<file path="config.mk">
export PLATFORM = sky130hd
export DESIGN_NAME = hazard_scoreboard_unit
export DESIGN_NICKNAME = d
export VERILOG_FILES = /design/src/rtl/hazard_scoreboard_unit.sv
export SDC_FILE = /design/constraint.sdc
export NUM_CORES = 1
export LEC_CHECK = 0
export ABC_AREA = 1
export CELL_PAD_IN_SITES_DETAIL_PLACEMENT = 1
export CELL_PAD_IN_SITES_GLOBAL_PLACEMENT = 1
export CORE_ASPECT_RATIO = 0.7
export CORE_MARGIN = 10
export CORE_UTILIZATION = 30
export DETAILED_ROUTE_END_ITERATION = 10
export GPL_ROUTABILITY_DRIVEN = 0
export PLACE_DENSITY_LB_ADDON = 0.1
export SLEW_MARGIN = 20
export SYNTH_ARGS = -nofsm -noshare
export SYNTH_HDL_FRONTEND = slang
export SYNTH_SLANG_ARGS = --single-unit
</file>
<file path="constraint.sdc">
create_clock -name clk -period 3.1 [get_ports clk]
set_clock_uncertainty 0.2 [all_clocks]
set_input_delay 0.775 -clock clk [delete_from_list [all_inputs] [get_ports clk]]
set_output_delay 0.775 -clock clk [all_outputs]
set_load 0.02 [all_outputs]
</file>
<file path="src/rtl/hazard_scoreboard_unit.sv">
// hazard_scoreboard_unit
// ID-stage hazard unit with a per-register pending-write scoreboard for
// variable-latency loads and a fixed-latency mul/div unit. Drives stall/nop,
// counts outstanding loads and flags protocol errors (sticky sb_err).
// Optional build macro: HAZARD_RESP_BYPASS_EN -- when defined, RAW/WAW checks
// ignore a register that is being cleared this very cycle (writeback bypass).
module hazard_scoreboard_unit #(
  parameter int REG_ADDR_W = 5,
  parameter int MAX_LOADS  = 2,
  parameter int MD_LATENCY = 4
) (
  input  logic                  clk,
  input  logic                  rst_n,
  input  logic                  id_valid,
  input  logic [REG_ADDR_W-1:0] id_rs1,
  input  logic [REG_ADDR_W-1:0] id_rs2,
  input  logic                  id_uses_rs1,
  input  logic                  id_uses_rs2,
  input  logic [REG_ADDR_W-1:0] id_rd,
  input  logic                  id_reg_write,
  input  logic                  id_is_load,
  input  logic                  id_is_muldiv,
  input  logic                  flush,
  input  logic                  mem_resp_valid,
  input  logic [REG_ADDR_W-1:0] mem_resp_rd,
  output logic                  stall,
  output logic                  nop,
  output logic                  md_busy,
  output logic [2:0]            load_count,
  output logic                  sb_err
);

  localparam int NUM_REGS = 2 ** REG_ADDR_W;
  // Counter holds MD_LATENCY-1 down to 1; completion is the cycle it steps to 0.
  localparam int CNT_W    = (MD_LATENCY > 2) ? $clog2(MD_LATENCY) : 1;

  // One-hot decode of a register index into a scoreboard-wide vector.
  function automatic logic [NUM_REGS-1:0] onehot(input logic [REG_ADDR_W-1:0] idx);
    onehot = {{(NUM_REGS-1){1'b0}}, 1'b1} << idx;
  endfunction

  logic [NUM_REGS-1:0]   pend_q, pend_d;
  logic [2:0]            load_count_q, load_count_d;
  logic [CNT_W-1:0]      md_cnt_q, md_cnt_d;
  logic                  md_busy_q, md_busy_d;
  logic [REG_ADDR_W-1:0] md_rd_q, md_rd_d;
  logic                  sb_err_q, sb_err_d;

  logic                  resp_ok_s;
  logic                  md_done_s;
  logic [NUM_REGS-1:0]   clr_vec_s;
  logic [NUM_REGS-1:0]   set_vec_s;
  logic [NUM_REGS-1:0]   pend_eff_s;
  logic                  raw_s, waw_s, struct_s, stall_s;
  logic                  issue_s, ld_issue_s, md_issue_s, rd_set_s;
  logic                  resp_bad_s, ovf_s;
  logic                  loads_full_s;

  // A response is only honoured while a load is outstanding.
  assign resp_ok_s    = mem_resp_valid & (load_count_q != 3'd0);
  // Mul/div finishes in the cycle its countdown steps from 1 to 0.
  assign md_done_s    = md_busy_q & (md_cnt_q == CNT_W'(1));
  assign loads_full_s = (load_count_q == 3'(MAX_LOADS));

  assign clr_vec_s = (resp_ok_s ? onehot(mem_resp_rd) : {NUM_REGS{1'b0}})
                   | (md_done_s ? onehot(md_rd_q)     : {NUM_REGS{1'b0}});

`ifdef HAZARD_RESP_BYPASS_EN
  // Results written back this cycle are forwarded, so their entries look free.
  assign pend_eff_s = pend_q & ~clr_vec_s;
`else
  // No bypass: wait until the registered entry has actually cleared.
  assign pend_eff_s = pend_q;
`endif

  // Hazard detection and issue qualification for the instruction in ID.
  always_comb begin
    raw_s      = (id_uses_rs1 & pend_eff_s[id_rs1]) | (id_uses_rs2 & pend_eff_s[id_rs2]);
    waw_s      = id_reg_write & pend_eff_s[id_rd];
    struct_s   = (id_is_muldiv & md_busy_q) | (id_is_load & loads_full_s);
    stall_s    = id_valid & ~flush & (raw_s | waw_s | struct_s);
    issue_s    = id_valid & ~stall_s & ~flush;
    ld_issue_s = issue_s & id_is_load;
    md_issue_s = issue_s & id_is_muldiv;
    rd_set_s   = id_reg_write & (id_rd != {REG_ADDR_W{1'b0}});
    set_vec_s  = ((ld_issue_s | md_issue_s) & rd_set_s) ? onehot(id_rd) : {NUM_REGS{1'b0}};
    // Unmatched response: nothing outstanding, or a non-x0 target not pending.
    resp_bad_s = mem_resp_valid & ((load_count_q == 3'd0) |
                 ((mem_resp_rd != {REG_ADDR_W{1'b0}}) & ~pend_q[mem_resp_rd]));
    ovf_s      = ld_issue_s & loads_full_s;
  end

  // Next-state for scoreboard, load counter, mul/div countdown and error flag.
  always_comb begin
    pend_d       = (pend_q & ~clr_vec_s) | set_vec_s;
    pend_d[0]    = 1'b0;
    load_count_d = load_count_q;
    md_cnt_d     = md_cnt_q;
    md_busy_d    = md_busy_q;
    md_rd_d      = md_rd_q;
    sb_err_d     = sb_err_q | resp_bad_s | ovf_s;

    case ({ld_issue_s, resp_ok_s})
      2'b10:   load_count_d = (load_count_q == 3'd7) ? load_count_q : load_count_q + 3'd1;
      2'b01:   load_count_d = load_count_q - 3'd1;
      default: load_count_d = load_count_q;
    endcase

    if (md_issue_s) begin
      md_cnt_d  = CNT_W'(MD_LATENCY - 1);
      md_busy_d = 1'b1;
      md_rd_d   = id_rd;
    end else if (md_done_s) begin
      md_cnt_d  = {CNT_W{1'b0}};
      md_busy_d = 1'b0;
      md_rd_d   = md_rd_q;
    end else if (md_busy_q) begin
      md_cnt_d  = md_cnt_q - CNT_W'(1);
      md_busy_d = 1'b1;
      md_rd_d   = md_rd_q;
    end else begin
      md_cnt_d  = md_cnt_q;
      md_busy_d = md_busy_q;
      md_rd_d   = md_rd_q;
    end
  end

  // State registers; reset discards every pending entry and the error flag.
  always_ff @(posedge clk or negedge rst_n) begin
    if (!rst_n) begin
      pend_q       <= {NUM_REGS{1'b0}};
      load_count_q <= 3'd0;
      md_cnt_q     <= {CNT_W{1'b0}};
      md_busy_q    <= 1'b0;
      md_rd_q      <= {REG_ADDR_W{1'b0}};
      sb_err_q     <= 1'b0;
    end else begin
      pend_q       <= pend_d;
      load_count_q <= load_count_d;
      md_cnt_q     <= md_cnt_d;
      md_busy_q    <= md_busy_d;
      md_rd_q      <= md_rd_d;
      sb_err_q     <= sb_err_d;
    end
  end

  assign stall      = stall_s;
  assign nop        = stall_s;
  assign md_busy    = md_busy_q;
  assign load_count = load_count_q;
  assign sb_err     = sb_err_q;

endmodule

</file>
Yosys cells after proc, flatten, opt, wreduce, memory -nomap -nowiden
Index checks and enable logic that the tools add are counted.
{ "word_totals": {"reg_bits": 43, "input_bits": 30, "elab_cells": 81} }
{ "classes": {"n_addsub": 3, "order_cmp": 4, "n_eq_ne": 6, "shifts": 3, "n_mux": 19, "bitwise": 33, "reduce_logical": 7} }
{ "ops": {"columns": ["operator", "n"], "rows": [
  ["32-bit 2-to-1 mux", 3],
  ["1-bit by 5-bit << shifter with 32-bit output (first input constant)", 3],
  ["32-bit OR", 2],
  ["32-bit bitwise AND", 1],
  ["32-bit NOT", 1],
  ["5-bit by 6-bit < comparator with 1-bit output (second input constant)", 4],
  ["1-bit binary-select mux with 5-bit select", 4],
  ["1-bit bitwise AND", 18],
  ["5-bit nonzero test", 2],
  ["1-bit OR", 8],
  ["1-bit 2-to-1 mux", 7],
  ["2-bit 2-to-1 mux", 3],
  ["3-bit case mux with 2 select lines", 1],
  ["3-bit nonzero test", 2],
  ["2-bit by 1-bit == test with 1-bit output (second input constant)", 2],
  ["3-bit by 1-bit adder with 3-bit output (second input constant)", 1],
  ["3-bit by 2-bit == test with 1-bit output (second input constant)", 1],
  ["3-bit == test (second input constant)", 1],
  ["3-bit logical NOT", 1],
  ["3-bit 2-to-1 mux", 1],
  ["1-bit NOT", 3],
  ["3-bit by 1-bit subtractor with 3-bit output (second input constant)", 1],
  ["2-bit == test (second input constant)", 1],
  ["2-bit inequality test (second input constant)", 1],
  ["3 further kinds", 3]
]} }

Logic depth before layout (Yosys ltp)
{ "depth": {"depth_word": 15, "depth_mapped": 19, "depth_no_buf": 18} }

Worst setup path after synthesis
No wires, ideal clock.
{ "synth_path": {"path_type": "input -> output", "startpoint": "in id_rd[1]", "endpoint": "out stall", "arrival_ns": 2.220, "path_slack_ns": -0.095, "cell_stages": 13, "n_path_buf": 2, "path_cell_list": "buf_4 > inv_2 > nand2_2 > inv_1 > nand2_1 > nand3_1 > nand3_1 > nand3_1 > nand3_1 > nand2_2 > nor2_4 > nor2_1 > buf_4"} }
{ "synth_via": {"elab_chain_cells": 6} }
{ "synth_lines": {"columns": ["item", "line_no", "source"], "rows": [
  ["start, declared", "19", "input logic [REG_ADDR_W-1:0] id_rd,"],
  ["1-bit binary-select mux with 5-bit select", "79", "waw_s = id_reg_write & pend_eff_s[id_rd];"],
  ["1-bit 2-to-1 mux (implied by the code)", "79", null],
  ["1-bit bitwise AND", "79", null],
  ["1-bit OR (2 in a row)", "81", "stall_s = id_valid & ~flush & (raw_s | waw_s | struct_s);"],
  ["1-bit bitwise AND", "81", null],
  ["end, declared", "26", "output logic stall,"]
]} }
No other way between the ends. The select of a mux whose other input is x is not followed.

Worst setup path in the final report
{ "layout_path": {"startpoint": "in id_rd[2]", "endpoint": "out nop"} }
{ "layout_via": {"elab_chain_cells": 6} }
{ "layout_lines": {"columns": ["item", "line_no", "source"], "rows": [
  ["1-bit binary-select mux with 5-bit select", "79", null],
  ["1-bit 2-to-1 mux (implied by the code)", "79", null],
  ["1-bit bitwise AND", "79", null],
  ["1-bit OR (2 in a row)", "81", null],
  ["1-bit bitwise AND", "81", null],
  ["end, declared", "27", "output logic nop,"]
]} }
No other way between the ends. The select of a mux whose other input is x is not followed.

==> impl_metrics.tcl <==
set metrics [dict create \
    peakVddDrop_mv 0.2605 \
    crit_required_ns 2.12 \
    ys_seq_area_share_pct 26.10 \
    firstDrtPassIters 5 \
    async_flop_share_pct 100.0 \
    cp_cell_sequence "dlygate4sd2_1 -> inv_2 -> o21ai_0 -> nor2_1 -> nor2_1 -> nand2_1 -> nand3_1 -> nand3_2 -> nand2_4 -> nor2_4 -> nor2_4 -> buf_6" \
    die_y_um 118.1 \
    clock.fmax_mhz 331.5 \
    r2r_cells 18 \
    drt_iter0_drc 509 \
    grt.busiest_layer "met2" \
    p_leak_nw 2.450 \
    start_util_pct 30.97 \
    clockBufferDepth 2 \
    synth_top_cell_area_share_pct 26.10 \
    max-slew-margin-rel_pct 53.89 \
    die_w_um 160.1 \
    drc 0 \
    post_synth_num_cell_types 42 \
    via_per_inst 5.384 \
    ys_seq_elements 43 \
    ioPinCount 37 \
    max_stage_delay_ns 0.28 \
    tritoncts "built" \
    clkSinkCount 43 \
    holdCritPathClass "input port to asynchronous set/reset pin" \
    setup_viol 0 \
    post-route-period-util_pct 97.32 \
    max_cap_violations 0 \
    power_density_nw_per_um2 476.4 \
    groute.usage.overall_pct 19.68 \
    antenna_found_initial 0 \
    grt_pass1_wl_um 29530 \
    tightest_slew_ns 0.6845 \
    drive_above_1_share_pct 21.15 \
    yosys_warnings 0 \
    critical_path_class "input port to output pin" \
    timing.rr.start "pend_eff_s[16]" \
    syn_avg_cell_area_sq_um 6.452 \
    path_max_fanout 3 \
    hold_viol 0 \
    yosysTopAreaCell "dfrtp_1" \
    num-nets-final 746 \
    synth_common_cells "nand2_1, nand3_1, inv_1" \
    placementRows 35 \
    synth.most_common_cell "nand2_1" \
    htree_levels 2 \
    grt_max_degree 34 \
    syn_nets 671 \
    syn_to_final_growth_pct 30.08 \
    route.final.wire_length_um 18890 \
    vias 4840 \
    grt.met3_usage_pct 5.590 \
    dp_hpwl_um 14300 \
    critPathCaptureType "output pin" \
    setup_ws_ns 0.08318 \
    root_buffer "clkbuf_16" \
    fillers 1731 \
    antennaDiodeCount 0 \
    r2r_slack_ns 0.42 \
    outcome "finished, final reports clean" \
    final_antenna_net_count 0 \
    numCtsBuffers 5 \
    synthesis.area_sq_um 4123 \
    clk_pin_slew_ns 0.06 \
    min_period_ns 3.017 \
    whs_ns 0.1406 \
    synth_enable_flop_cells 0 \
    place_worst_setup_slack_ns -0.8996 \
    use_met1_pct 28.01 \
    die_area_sq_um 18910 \
    synth_top_flop_cell "dfrtp_1" \
    avgRoutedWirePerCell_um 21.02 \
    drv_slew 0 \
    fp.coreArea_sq_um 13310 \
    final_core_util_pct 40.28 \
    post_synth_main_area_contributors "dfrtp_1, nand2_1, nand3_1" \
    grtUsageMet2_pct 28.28 \
    syn_inst 639 \
    crit_path_start_kind "input port" \
    place_area_sq_um 4952 \
    slowest_stage "dlygate4sd2_1" \
    final_cell_area_sq_um 5363 \
    grt_pass1_vias 4964 \
    grt_overflow 0 \
    clock_latency_ns 0.30 \
    cp.arrival_ns 2.04 \
    io_buffers 36 \
    rr_endpoint "load_count[2]" \
]
per-stage QoR:
| stage | power (W) | cells | TNS [ns] |
|---|---|---|---|
| after global routing | 0.002736 | 899 | -0.03052 |
| after detailed placement | 0.001892 | 885 | -12.32 |
| after global placement | 0.001868 | 885 | -10.02 |
| after floorplan | 0.001432 | 639 | 0 |
| after CTS | 0.002525 | 894 | 0 |
| final | 0.002555 | 899 | 0 |
worst max-delay path, delay by kind of cell:
family / cells / cell delay [ns]
AND/OR/NAND/NOR: 8 / 0.70
AO/OA/AOI/OAI: 1 / 0.08
buffers and inverters: 3 / 0.49
registers in the layout, summed over array words and instances (netlist names):
name / cells
pend_eff_s: 31
md_rd_q: 5
load_count: 3
md_cnt_q: 2
md_busy: 1
sb_err: 1
how the worst max path moves through the flow:
stage / startpoint / to
finish: id_rd[2] / nop
global placement: id_rd[1] / nop
CTS: id_rd[0] / nop
detailed placement: id_rd[0] / nop
floorplan: id_rd[1] / stall
global route: id_rd[0] / nop
logic make-up after synthesis:
| logic type | share of synthesized area (%) |
|---|---|
| flops | 26.10 |
| simple gates | 46.80 |
| compound gates | 12.69 |
| fa+ha+maj | 0.7890 |
| xor+xnor | 0.2125 |
| buf+inv | 13.41 |
cells in the final DEF (no fill, tap or decap), types with 3 or more instances in the layout:
cell type | synthesis | final
nor4_1 | 3 | 3
buf_4 | 3 | 50
clkdlybuf4s50_1 | 0 | 22
a22oi_1 | 24 | 24
o22ai_1 | 8 | 8
dfrtp_1 | 43 | 43
o211ai_1 | 8 | 8
o21ai_2 | 3 | 3
clkinv_1 | 3 | 3
o21ai_1 | 11 | 11
nand2_4 | 1 | 4
nand3_2 | 29 | 40
nand2_1 | 168 | 165
o311ai_0 | 3 | 3
inv_1 | 71 | 69
a21oi_1 | 6 | 5
nand3_1 | 97 | 86
nor2_2 | 0 | 3
dlygate4sd2_1 | 0 | 4
nor2_4 | 1 | 3
nand2_2 | 5 | 5
o21ai_0 | 9 | 9
nor3_1 | 26 | 26
buf_6 | 7 | 12
buf_12 | 3 | 4
clkbuf_16 | 0 | 7
nor2_1 | 66 | 61
final cells by class:
cell class | count | area (sq um) | share of cell area [%]
multi-input cells | 483 | 2597 | 48.44
flip-flops and latches | 43 | 1076 | 20.07
repair buffers | 100 | 955.9 | 17.83
inverters | 80 | 337.8 | 6.300
well taps | 185 | 231.5 | 4.316
clock buffers | 6 | 128.9 | 2.403
clock inverters | 1 | 30.03 | 0.5600
repair inverters | 1 | 5.005 | 0.09333
what timing repair did:
| action | CTS | global route |
|---|---|---|
| gates resized for setup | 46 | 50 |
| endpoints found under the hold margin | 0 | 0 |
| hold buffers | 0 | 0 |
| endpoints found under the setup margin | 5 | 3 |
| pin swaps | 5 | 19 |
| gates cloned | 2 | 3 |
| setup buffers | 0 | 2 |
where the power goes:
| group | total [W] | internal [W] | switching, W |
|---|---|---|---|
| Sequential | 0.000841 | 0.000677 | 0.000164 |
| Combinational | 0.00110 | 0.000415 | 0.000687 |
| Clock | 0.000612 | 0.000377 | 0.000235 |
| Total | 0.00255 | 0.00147 | 0.00109 |
routing by layer:
layer / wire length (um) / vias up
li1: - / 2267
met1: 8968 / 2362
met2: 7889 / 186
met3: 1667 / 25
met4: 369 / 0
met5: 0 / -
Note: power is estimated with default switching activity, not from simulation.
